### src/rtl/mmio_io_bridge.sv
// Memory-mapped I/O bridge: CPU writes to OUT_ADDR feed a TX FIFO that streams
// to the host; host stream words land in an RX FIFO popped by CPU reads of IN_ADDR.
module mmio_io_bridge #(
    parameter int unsigned DATA_WIDTH = 16,
    parameter int unsigned ADDR_WIDTH = 16,
    parameter int unsigned IN_ADDR    = 24576,
    parameter int unsigned OUT_ADDR   = 24577,
    parameter int unsigned DEPTH      = 4
) (
    input  logic                          clk,
    input  logic                          reset,
    input  logic [ADDR_WIDTH-1:0]         addr,
    input  logic signed [DATA_WIDTH-1:0]  data,
    input  logic                          we,
    input  logic                          re,
    output logic signed [DATA_WIDTH-1:0]  inputWire,
    output logic [DATA_WIDTH-1:0]         out_data,
    output logic                          out_valid,
    input  logic                          out_ready,
    input  logic [DATA_WIDTH-1:0]         in_data,
    input  logic                          in_valid,
    output logic                          in_ready,
    output logic [$clog2(DEPTH):0]        out_count,
    output logic [$clog2(DEPTH):0]        in_count,
    output logic                          out_overflow,
    output logic                          in_underflow,
    input  logic                          clr_flags
);

    localparam int unsigned PW = $clog2(DEPTH);
    localparam int unsigned CW = PW + 1;
    localparam logic [CW-1:0] FULL_COUNT = CW'(DEPTH);

    logic [DATA_WIDTH-1:0] tx_mem [DEPTH];
    logic [DATA_WIDTH-1:0] rx_mem [DEPTH];

    logic [PW-1:0] tx_wptr_q, tx_rptr_q, rx_wptr_q, rx_rptr_q;
    logic [CW-1:0] tx_count_q, tx_count_d, rx_count_q, rx_count_d;
    logic          overflow_q, overflow_d, underflow_q, underflow_d;

    logic tx_empty, tx_full, rx_empty, rx_full;
    logic tx_push_req, tx_push, tx_pop, tx_overflow_set;
    logic rx_pop_req, rx_push, rx_pop, rx_underflow_set;

    // Handshake decode; a pop frees the slot a full-FIFO push needs in the same cycle.
    always_comb begin
        tx_empty         = (tx_count_q == '0);
        tx_full          = (tx_count_q == FULL_COUNT);
        rx_empty         = (rx_count_q == '0);
        rx_full          = (rx_count_q == FULL_COUNT);

        tx_push_req      = we && (addr == ADDR_WIDTH'(OUT_ADDR));
        tx_pop           = !tx_empty && out_ready;
        tx_push          = tx_push_req && (!tx_full || tx_pop);
        tx_overflow_set  = tx_push_req && tx_full && !tx_pop;

        rx_pop_req       = re && (addr == ADDR_WIDTH'(IN_ADDR));
        rx_push          = in_valid && !rx_full;
        rx_pop           = rx_pop_req && !rx_empty;
        rx_underflow_set = rx_pop_req && rx_empty;
    end

    // Next-state occupancy and sticky flags; a same-cycle set beats clr_flags.
    always_comb begin
        tx_count_d = tx_count_q;
        if (tx_push && !tx_pop) begin
            tx_count_d = tx_count_q + 1'b1;
        end else if (tx_pop && !tx_push) begin
            tx_count_d = tx_count_q - 1'b1;
        end

        rx_count_d = rx_count_q;
        if (rx_push && !rx_pop) begin
            rx_count_d = rx_count_q + 1'b1;
        end else if (rx_pop && !rx_push) begin
            rx_count_d = rx_count_q - 1'b1;
        end

        overflow_d = overflow_q;
        if (tx_overflow_set) begin
            overflow_d = 1'b1;
        end else if (clr_flags) begin
            overflow_d = 1'b0;
        end

        underflow_d = underflow_q;
        if (rx_underflow_set) begin
            underflow_d = 1'b1;
        end else if (clr_flags) begin
            underflow_d = 1'b0;
        end
    end

    // Pointers, counts and flags; pointers wrap naturally as DEPTH is a power of two.
    always_ff @(posedge clk or negedge reset) begin
        if (!reset) begin
            tx_wptr_q   <= '0;
            tx_rptr_q   <= '0;
            rx_wptr_q   <= '0;
            rx_rptr_q   <= '0;
            tx_count_q  <= '0;
            rx_count_q  <= '0;
            overflow_q  <= 1'b0;
            underflow_q <= 1'b0;
        end else begin
            if (tx_push) tx_wptr_q <= tx_wptr_q + 1'b1;
            if (tx_pop)  tx_rptr_q <= tx_rptr_q + 1'b1;
            if (rx_push) rx_wptr_q <= rx_wptr_q + 1'b1;
            if (rx_pop)  rx_rptr_q <= rx_rptr_q + 1'b1;
            tx_count_q  <= tx_count_d;
            rx_count_q  <= rx_count_d;
            overflow_q  <= overflow_d;
            underflow_q <= underflow_d;
        end
    end

    // Storage arrays; stale contents are masked by the counts, so no reset is needed.
    always_ff @(posedge clk) begin
        if (tx_push) tx_mem[tx_wptr_q] <= data;
        if (rx_push) rx_mem[rx_wptr_q] <= in_data;
    end

    // First-word fall-through outputs, forced to zero whenever the FIFO is empty.
    always_comb begin
        out_valid    = !tx_empty;
        out_data     = tx_empty ? '0 : tx_mem[tx_rptr_q];
        in_ready     = !rx_full;
        inputWire    = rx_empty ? '0 : rx_mem[rx_rptr_q];
        out_count    = tx_count_q;
        in_count     = rx_count_q;
        out_overflow = overflow_q;
        in_underflow = underflow_q;
    end

endmodule

### config.mk
export PLATFORM = sky130hd
export DESIGN_NAME = mmio_io_bridge
export DESIGN_NICKNAME = d
export VERILOG_FILES = /design/src/rtl/mmio_io_bridge.sv
export SDC_FILE = /design/constraint.sdc
export NUM_CORES = 1
export LEC_CHECK = 0
export BUFFER_PORTS_ARGS = -buffer_cell sky130_fd_sc_hd__buf_2
export CAP_MARGIN = 20
export CORE_ASPECT_RATIO = 0.6
export CORE_UTILIZATION = 50
export CTS_CLUSTER_SIZE = 24
export DETAILED_ROUTE_END_ITERATION = 12
export HOLD_SLACK_MARGIN = 0.02
export PLACE_DENSITY = 0.75
export SLEW_MARGIN = 40
export SYNTH_ARGS = -nofsm -noshare
export SYNTH_HDL_FRONTEND = slang
export SYNTH_SLANG_ARGS = --single-unit
### constraint.sdc
create_clock -name clk -period 2.2 [get_ports clk]
set_input_delay 0.55 -clock clk [delete_from_list [all_inputs] [get_ports clk]]
set_output_delay 0.55 -clock clk [all_outputs]
set_load 0.01 [all_outputs]
# Word level (Yosys, flattened, before mapping)
# Memory sizes are Yosys's and may differ from the RTL's.
# Index checks and enable logic that the tools add are counted.
[totals] ff_bits=16 latchBits=0 ram_bits=128 mem_bits_ro=0 in_bits=55 out_inout_bits=42 mem_count=2
[op_classes] n_addsub=8 n_mul=0 n_div=0 order_cmp=0 n_eq_ne=4 shift=0 muxes=13 bitwise=0 n_reduce_logical=28
[mem_list] name="rx_mem" depth=4 width=16 read_ports=1 rd_clocked_by_memory_dff=0 wr=1 line_no="35" text="logic [DATA_WIDTH-1:0] rx_mem [DEPTH];"
[mem_list] name="tx_mem" depth=4 width=16 read_ports=1 rd_clocked_by_memory_dff=0 wr=1 line_no="34" text="logic [DATA_WIDTH-1:0] tx_mem [DEPTH];"
[ops] op="$eq 16x15->1 const B" count=2
[ops] op="$mux 16" count=2
[ops] op="$logic_and 1x1->1" count=13
[ops] op="$mux 3" count=4
[ops] op="$add 2x1->2 const B" count=4
[ops] op="$logic_not 1->1" count=8
[ops] op="$reduce_bool 2->1" count=4
[ops] op="$mux 1" count=7
[ops] op="$add 3x1->3 const B" count=2
[ops] op="$eq 3x3->1 const B" count=2
[ops] op="$logic_not 3->1" count=2
[ops] op="$sub 3x1->3 const B" count=2
[ops] op="$logic_or 1x1->1" count=1

# Depth between registers and ports, before layout
# Gate-level depths: netlist of run 1.
[logic_depth] depth_word=9 mapped_depth=9 depth_no_buf=9

# Worst setup path after synthesis of run 1
# OpenSTA, ideal clock, no wires.
[synth_path] path_type="input to register" from="input port addr[9]" to="register tx_count_q[2], in the netlist out_count[2]" setup_ps=79 arrival_time_ps=2218 setup_slack_ps=-97 cell_stages=9 path_cell_list="nor4_2 nand4_2 nor2_4 ha_1 inv_1 fa_1 xor2_1 nor2_1 xor2_1"
[synth_between] elab_chain_cells=6 elab_cells_between_ends=8 cone_classes="eq/ne (1); mux (1); reduce/logical (6)"
[synth_rtl] element="start: declaration" line_no="12" text="input logic [ADDR_WIDTH-1:0] addr,"
[synth_rtl] element="$eq 16x15->1 (*)" line_no="52" text="tx_push_req = we && (addr == ADDR_WIDTH'(OUT_ADDR));"
[synth_rtl] element="$logic_and 1x1->1 (*)" line_no="52"
[synth_rtl] element="$logic_and 1x1->1 (*)" line_no="54" text="tx_push = tx_push_req && (!tx_full || tx_pop);"
[synth_rtl] element="via tx_push" line_no="42" text="logic tx_push_req, tx_push, tx_pop, tx_overflow_set;"
[synth_rtl] element="$logic_not 1->1" line_no="68" text="end else if (tx_pop && !tx_push) begin"
[synth_rtl] element="$logic_and 1x1->1" line_no="68"
[synth_rtl] element="$reduce_bool 2->1 (no source line)"
[synth_rtl] element="end signal: assignment" line_no="110" text="tx_count_q <= tx_count_d;"
[synth_rtl] element="end: declaration" line_no="38" text="logic [CW-1:0] tx_count_q, tx_count_d, rx_count_q, rx_count_d;"
# Mark *: on every way through the listed nets, which the timed path passes. The rest lies on a longest branch.
# A chain may end at the register's enable or synchronous reset.

# Final worst setup path of run 1
[layout_path] from="register rx_rptr_q[0]" to="output port inputWire[9]"
[layout_between] elab_chain_cells=2
[layout_rtl] element="start: declaration" line_no="37" text="logic [PW-1:0] tx_wptr_q, tx_rptr_q, rx_wptr_q, rx_rptr_q;"
[layout_rtl] element="start signal: assignment" line_no="109" text="if (rx_pop) rx_rptr_q <= rx_rptr_q + 1'b1;"
[layout_rtl] element="$mem_v2 4x16"
[layout_rtl] element="$mux 16" line_no="128" text="inputWire = rx_empty ? '0 : rx_mem[rx_rptr_q];"
[layout_rtl] element="end: declaration" line_no="16" text="output logic signed [DATA_WIDTH-1:0] inputWire,"
# No other way between the ends.

==> impl_metrics.py, run 1 <==
metrics = {
    "die": {
        "core-area_um2": 11300,
        "rows": 30,
        "die-area_um2": 12100,
        "die_h_um": 85.7,
        "die_w_um": 141,
        "ios": 97,
        "start_util_pct": 51.5,
    },
    "logic_synthesis": {
        "yosys_warnings": 0,
        "synth-simple-area-share_pct": 7.53,
        "synthMuxAreaShare_pct": 13.2,
        "netlist_instances": 289,
        "synth_compound_area_share_pct": 0.193,
        "synthAdderAreaFrac_pct": 2.83,
        "synthTopCellsByArea": "edfxtp_1 (66%), mux4_2 (12%), dfrtp_1 (6.9%), and2_1 (2.3%), ha_1 (2.1%)",
        "synth_edf_count": 128,
        "yosys.area.top_type": "edfxtp_1",
        "yosysTopAreaCellShare_pct": 65.9,
        "synth_top_family_by_area": "multiplexers",
        "synth_nets": 356,
        "avgSynthCellArea_um2": 20.2,
        "syn_area_um2": 5830,
        "async_reset_ff_share_pct": 11.1,
        "yosysUniqueCellTypes": 34,
        "yosys-top-cells-count": "edfxtp_1 (128), mux4_2 (32), and2_1 (21)",
        "synth-seq-cells": 144,
        "yosysMostFrequentCell": "edfxtp_1",
        "ys_seq_area_share_pct": 72.8,
        "synthXorXnorAreaFrac_pct": 1.80,
        "synth_ff_type": "edfxtp_1",
    },
    "layout": {
        "regArea_um2": 4250,
        "fin_nets": 495,
        "fin_cells": 601,
        "nFillCells": 801,
        "diodes": 0,
        "drive_gt1_share_pct": 51.7,
        "areaGrowthSynthToFinish_pct": 31.2,
        "multi_input_area_um2": 1590,
    },
    "timing": {
        "max_freq_ghz": 0.419,
        "relSlewSlack_pct": 74.0,
        "fin_setup_tns_ns": -4.56,
        "timing.final.ws_setup_ns": -0.184,
        "rsz0062_at_grt": "yes",
        "finalSetupViolCount": 32,
        "period_share_pct": 108,
        "min_period_ns": 2.38,
        "slew_violations": 0,
        "holdWs_ns": 0.0537,
        "clock_skew_ns": 0.0102,
        "hold_viol_final": 0,
        "worst_pin_slew_ns": 0.390,
    },
    "setup_path": {
        "crit_path_end_kind": "output port",
        "arrival_ns": 1.83,
        "crit_type": "reg -> out",
        "cp.required_ns": 1.65,
        "startpoint_type": "flop",
        "crit_fanout": 5,
    },
    "global_route": {
        "grt_usage_pct": 19.7,
        "grt_pass1_vias": 3287,
        "gr-total-overflow": 0,
        "grt_pass1_wl_um": 17000,
        "grt_max_degree": 19,
        "antenna_found_initial": 0,
    },
    "run_status": {
        "violations": "setup timing",
        "status": "complete, but fails checks",
    },
    "power_and_ir_drop": {
        "p_leak_nw": 2.85,
        "power_mw": 8.98,
        "powerDensity_nw_per_um2": 1170,
        "vdd.ir_drop.worst_mv": 0.604,
    },
    "detailed_routing": {
        "vias": 3102,
        "wl_per_cell_um": 18.9,
        "drt-pass1-iter-count": 4,
        "dr.first_iter.drc_count": 175,
        "ant_nets": 0,
        "wl_um": 11300,
        "viasPerCell": 5.16,
        "drc": 0,
    },
    "place": {
        "pre_cts_slack_ns": -0.211,
        "post-dp-hpwl_um": 7260,
        "placedCellCount": 560,
        "io_buffers": 96,
        "gp_congestion": 0.752,
    },
    "cts": {
        "cts_sinks": 144,
        "insertion_delay_ns": 0.41,
        "hold_buffers": 0,
        "htree_levels": 4,
        "clk_pin_slew_ns": 0.06,
        "cts_root_buffer": "clkbuf_16",
        "cts_tree": "done",
        "clk_path_buf_depth": 2,
        "numCtsBuffers": 17,
    },
    "hold_path": {
        "hp-class": "in -> async",
    },
    "run": {
        "max_cap_viol_count": 0,
    },
}
final timing paths:
kind / from / endpoint / slack [ns] / cells past startpoint
max reg2reg: out_count[1]$_DFFE_PN0P_ / out_count[1]$_DFFE_PN0P_ / 0.04 / 7
min: reset / rx_wptr_q[1]$_DFFE_PN0P_ / 0.05 / 1
max in group asynchronous: reset / tx_rptr_q[0]$_DFFE_PN0N_ / 1.83 / 1
min reg2reg: in_underflow$_DFFE_PN0P_ / in_underflow$_DFFE_PN0P_ / 0.52 / 2
min in group clk: clr_flags / in_underflow$_DFFE_PN0P_ / 0.34 / 2
max: rx_rptr_q[0]$_DFFE_PN0P_ / inputWire[9] / -0.18 / 5
cell type report:
type | count | area share (%)
sequential | 144 | 55.5
multi-input combinational | 126 | 20.8
clock inverter | 13 | 2.13
inverter | 8 | 0.392
clock buffer | 19 | 5.66
timing repair buffer | 131 | 12.8
tap | 160 | 2.62
per-layer routing:
layer  part of all wire (%)  wire, µm  vias to the layer above  track usage (%)
li1                       -         -                     1406                -
met1                     45      5090                     1608             25.4
met3                    4.5       507                        9             5.64
met4                   0.98       111                        0             7.92
met5                      0         0                        -                0
met2                     50      5630                       79             32.1
worst max-delay path, cell delays in order (launching register included):
cell,delay [ns]
dfrtp_2,0.38
buf_6,0.14
buf_12,0.13
mux4_2,0.49
nor2b_1,0.14
buf_2,0.15
repair_timing:
item                       4_1_cts  5_1_grt
buffers inserted                 4        2
gates resized for setup         12       32
pin swaps                        7        9
gates cloned                     2        1
setup endpoints to repair       32       35
sequential cells by signal, summed over array words and instances, names as in the netlist:
signal and count:
rx_mem 64, tx_mem 64, in_count 3, out_count 3, rx_rptr_q 2, rx_wptr_q 2
tx_rptr_q 2, tx_wptr_q 2, in_underflow 1, out_overflow 1
per-stage QoR:
stage	instance area (µm²)	utilization, %
2_1_floorplan	5870	-
3_3_place_gp	6760	59.6
3_5_place_dp	6760	59.6
4_1_cts	7480	66.0
5_1_grt	7650	67.5
6_report	7650	67.5
logic make-up after synthesis:
logic type                 Yosys count
buffers and inverters               19
xor gates and xnor gates            12
muxes                               36
adders and majority gates           12
AOI/OAI and AO/OA                    2
and+or+nand+nor                     64
DFF                                144
power by group:
group,internal [mW],switching [mW],leakage [nW]
clock network,1.78,1.10,0.283
registers,3.35,0.185,1.35
logic,1.40,1.16,1.21
cells in the final DEF, fill, tap and decap left out, drive strengths merged, types with 5 or more instances in the layout:
master	netlist	final
xor2	5	5
edfxtp	128	128
clkbuf	3	20
dfrtp	16	16
xnor2	7	7
clkinv	0	6
nor2b	17	17
ha	10	10
inv	8	9
and2	21	21
mux4	32	32
buf	8	130
Power figures use the tool's default switching activity.
==> inputs of run 2 (changes only) <==
--- a/config.mk
+++ b/config.mk
@@ -8,11 +8,12 @@
 export BUFFER_PORTS_ARGS = -buffer_cell sky130_fd_sc_hd__buf_2
 export CAP_MARGIN = 20
 export CORE_ASPECT_RATIO = 0.6
-export CORE_UTILIZATION = 50
+export CORE_UTILIZATION = 56
 export CTS_CLUSTER_SIZE = 24
 export DETAILED_ROUTE_END_ITERATION = 12
 export HOLD_SLACK_MARGIN = 0.02
-export PLACE_DENSITY = 0.75
+export MAX_ROUTING_LAYER = met4
+export PLACE_DENSITY = 0.79
 export SLEW_MARGIN = 40
 export SYNTH_ARGS = -nofsm -noshare
 export SYNTH_HDL_FRONTEND = slang
==> constraint.sdc (replaced) <==
create_clock -name clk -period 2.6 [get_ports clk]
set_input_delay 0.65 -clock clk [delete_from_list [all_inputs] [get_ports clk]]
set_output_delay 0.65 -clock clk [all_outputs]
set_load 0.01 [all_outputs]
==> run 2 against run 1 <==
The flow now finishes without violations. Cell count decreased by 7.2%. Setup slack improved by 0.33 ns. Utilization increased by 4.6 points. Register-to-register slack improved by 0.28 ns. First-iteration DRC count increased by 9.7%. Combinational power decreased by 33%. Cell area decreased by 5.9%. Critical path type unchanged. Via count decreased by 2.8%. Total power decreased by 21%. Worst hold slack improved by 0.10 ns. Non-clock buffer count decreased by 18.
==> impl_metrics.py, run 2 (synthesis gave the netlist of run 1 again) <==
metrics = {
    "run_status": {
        "status": "finished clean",
    },
    "cts": {
        "cts_sinks": 144,
        "post_cts_buffers": 0,
        "insertion_delay_ns": 0.41,
        "cts_tree": "done",
        "cts_root_buffer": "clkbuf_16",
        "numCtsBuffers": 17,
        "htree_levels": 4,
        "clk_pin_slew_ns": 0.06,
        "clk_path_buf_depth": 2,
        "cts_resized": 0,
        "hold_buffers": 0,
    },
    "global_route": {
        "grt_usage_pct": 23.0,
        "grt_max_degree": 19,
        "grt_pass1_vias": 3125,
        "grt_pass1_wl_um": 16800,
        "gr-total-overflow": 0,
        "antenna_found_initial": 0,
    },
    "layout": {
        "final_cell_area_um2": 7200,
        "final_common_cell": "edfxtp_1",
        "diodes": 0,
        "final_cell_mix": "edfxtp_1 (128), buf_2 (96), mux4_2 (32)",
        "drive_gt1_share_pct": 44.4,
        "reg_top3": "rx_mem: 64 flops, tx_mem: 64 flops",
        "fin_nets": 477,
        "areaGrowthSynthToFinish_pct": 23.5,
    },
    "die": {
        "rows": 28,
        "die_w_um": 134,
        "ios": 97,
        "start_util_pct": 58.4,
        "die_h_um": 81.1,
        "die-area_um2": 10800,
        "core-area_um2": 9980,
    },
    "detailed_routing": {
        "wl_per_cell_um": 19.9,
        "viasPerCell": 5.41,
        "dr.first_iter.drc_count": 192,
        "vias": 3016,
        "ant_nets": 0,
        "wl_um": 11100,
        "drc": 0,
        "drt-pass1-iter-count": 4,
    },
    "timing": {
        "timing.final.ws_setup_ns": 0.145,
        "hold_viol_final": 0,
        "min_period_ns": 2.46,
        "slew_violations": 0,
        "worst_pin_slew_ns": 0.392,
        "rsz0062_at_grt": "no",
        "fin_setup_tns_ns": 0,
        "finalSetupViolCount": 0,
        "clock_skew_ns": 0.00694,
        "max_freq_ghz": 0.407,
        "relSlewSlack_pct": 73.8,
        "period_share_pct": 94.4,
    },
    "power_and_ir_drop": {
        "p_leak_nw": 2.65,
        "powerDensity_nw_per_um2": 989,
        "vdd.ir_drop.worst_mv": 0.661,
    },
    "hold_path": {
        "hp-class": "in -> async",
    },
    "setup_path": {
        "crit_fanout": 18,
        "cp.required_ns": 1.95,
        "crit_path_end_kind": "output port",
        "cp_slowest_cell": "mux4_2",
        "startpoint_type": "flop",
        "crit_family": "multiplexers",
        "crit_buf_inv": 2,
        "arrival_ns": 1.81,
        "cp_cell_sequence": "buf_12, mux4_2, and2_1, buf_2",
        "crit_type": "reg -> out",
        "slowest_delay_ns": 0.52,
    },
    "place": {
        "post_dp_cell_area_um2": 6600,
        "io_buffers": 96,
        "post-dp-hpwl_um": 7290,
        "pre_cts_slack_ns": 0.00895,
        "gp_congestion": 0.734,
    },
    "run": {
        "max_cap_viol_count": 0,
    },
}
[run 2: changes by cell type in the layout (fill, tap and decap cells not counted), sizes merged]
cell      previous run  this run
buf                130       113
bufinv               3         2
inv                  9        11
clkinvlp             3         5
clkbuf              20        21
clkinv               6         1
[run 2: per-stage QoR]
stage	util [%]	std cells	hold slack, ns	power [mW]
floorplan	-	289	0.354	4.08
global placement	66.1	526	0.499	4.70
detailed placement	66.1	526	0.527	4.76
CTS	72.1	558	0.160	7.18
global route	72.1	558	0.183	7.43
finish	72.1	558	0.158	7.12
[run 2: cell type report]
type                    count  area (µm²)
clock buffers              21         470
clock inverters            11         129
fillers                   622        2780
inverters                   8        30.0
multi-input cells         126        1490
flip-flops and latches    144        4240
well taps                 135         169
repair buffers            113         671
[run 2: path summary, 6_finish.rpt]
check                      slack (ns)                       end  cells after the start                      from
min reg2reg                      0.54  in_underflow$_DFFE_PN0P_                      2  in_underflow$_DFFE_PN0P_
max reg2reg                      0.32   in_count[2]$_DFFE_PN0P_                      9   in_count[0]$_DFFE_PN0P_
max                              0.14               out_data[4]                      4  tx_rptr_q[0]$_DFFE_PN0N_
max in group asynchronous        2.16  tx_rptr_q[1]$_DFFE_PN0N_                      1                     reset
min in group clk                 0.44  in_underflow$_DFFE_PN0P_                      2                 clr_flags
min                              0.16  rx_wptr_q[0]$_DFFE_PN0P_                      1                     reset
[run 2: layer usage]
| layer | global-route usage, % | vias to the layer above | wire [µm] | share of wire (%) |
|---|---|---|---|---|
| met3 | 4.74 | 8 | 402 | 3.6 |
| met2 | 36.3 | 81 | 5610 | 51 |
| met4 | 10.3 | 0 | 63 | 0.57 |
| met1 | 29.4 | 1547 | 5030 | 45 |
| li1 | - | 1380 | - | - |
| met5 | - | - | 0 | 0 |
[run 2: report_power, final]
group	internal, mW	switching [mW]
registers	2.83	0.165
logic	0.829	0.887
clock network	1.50	0.919
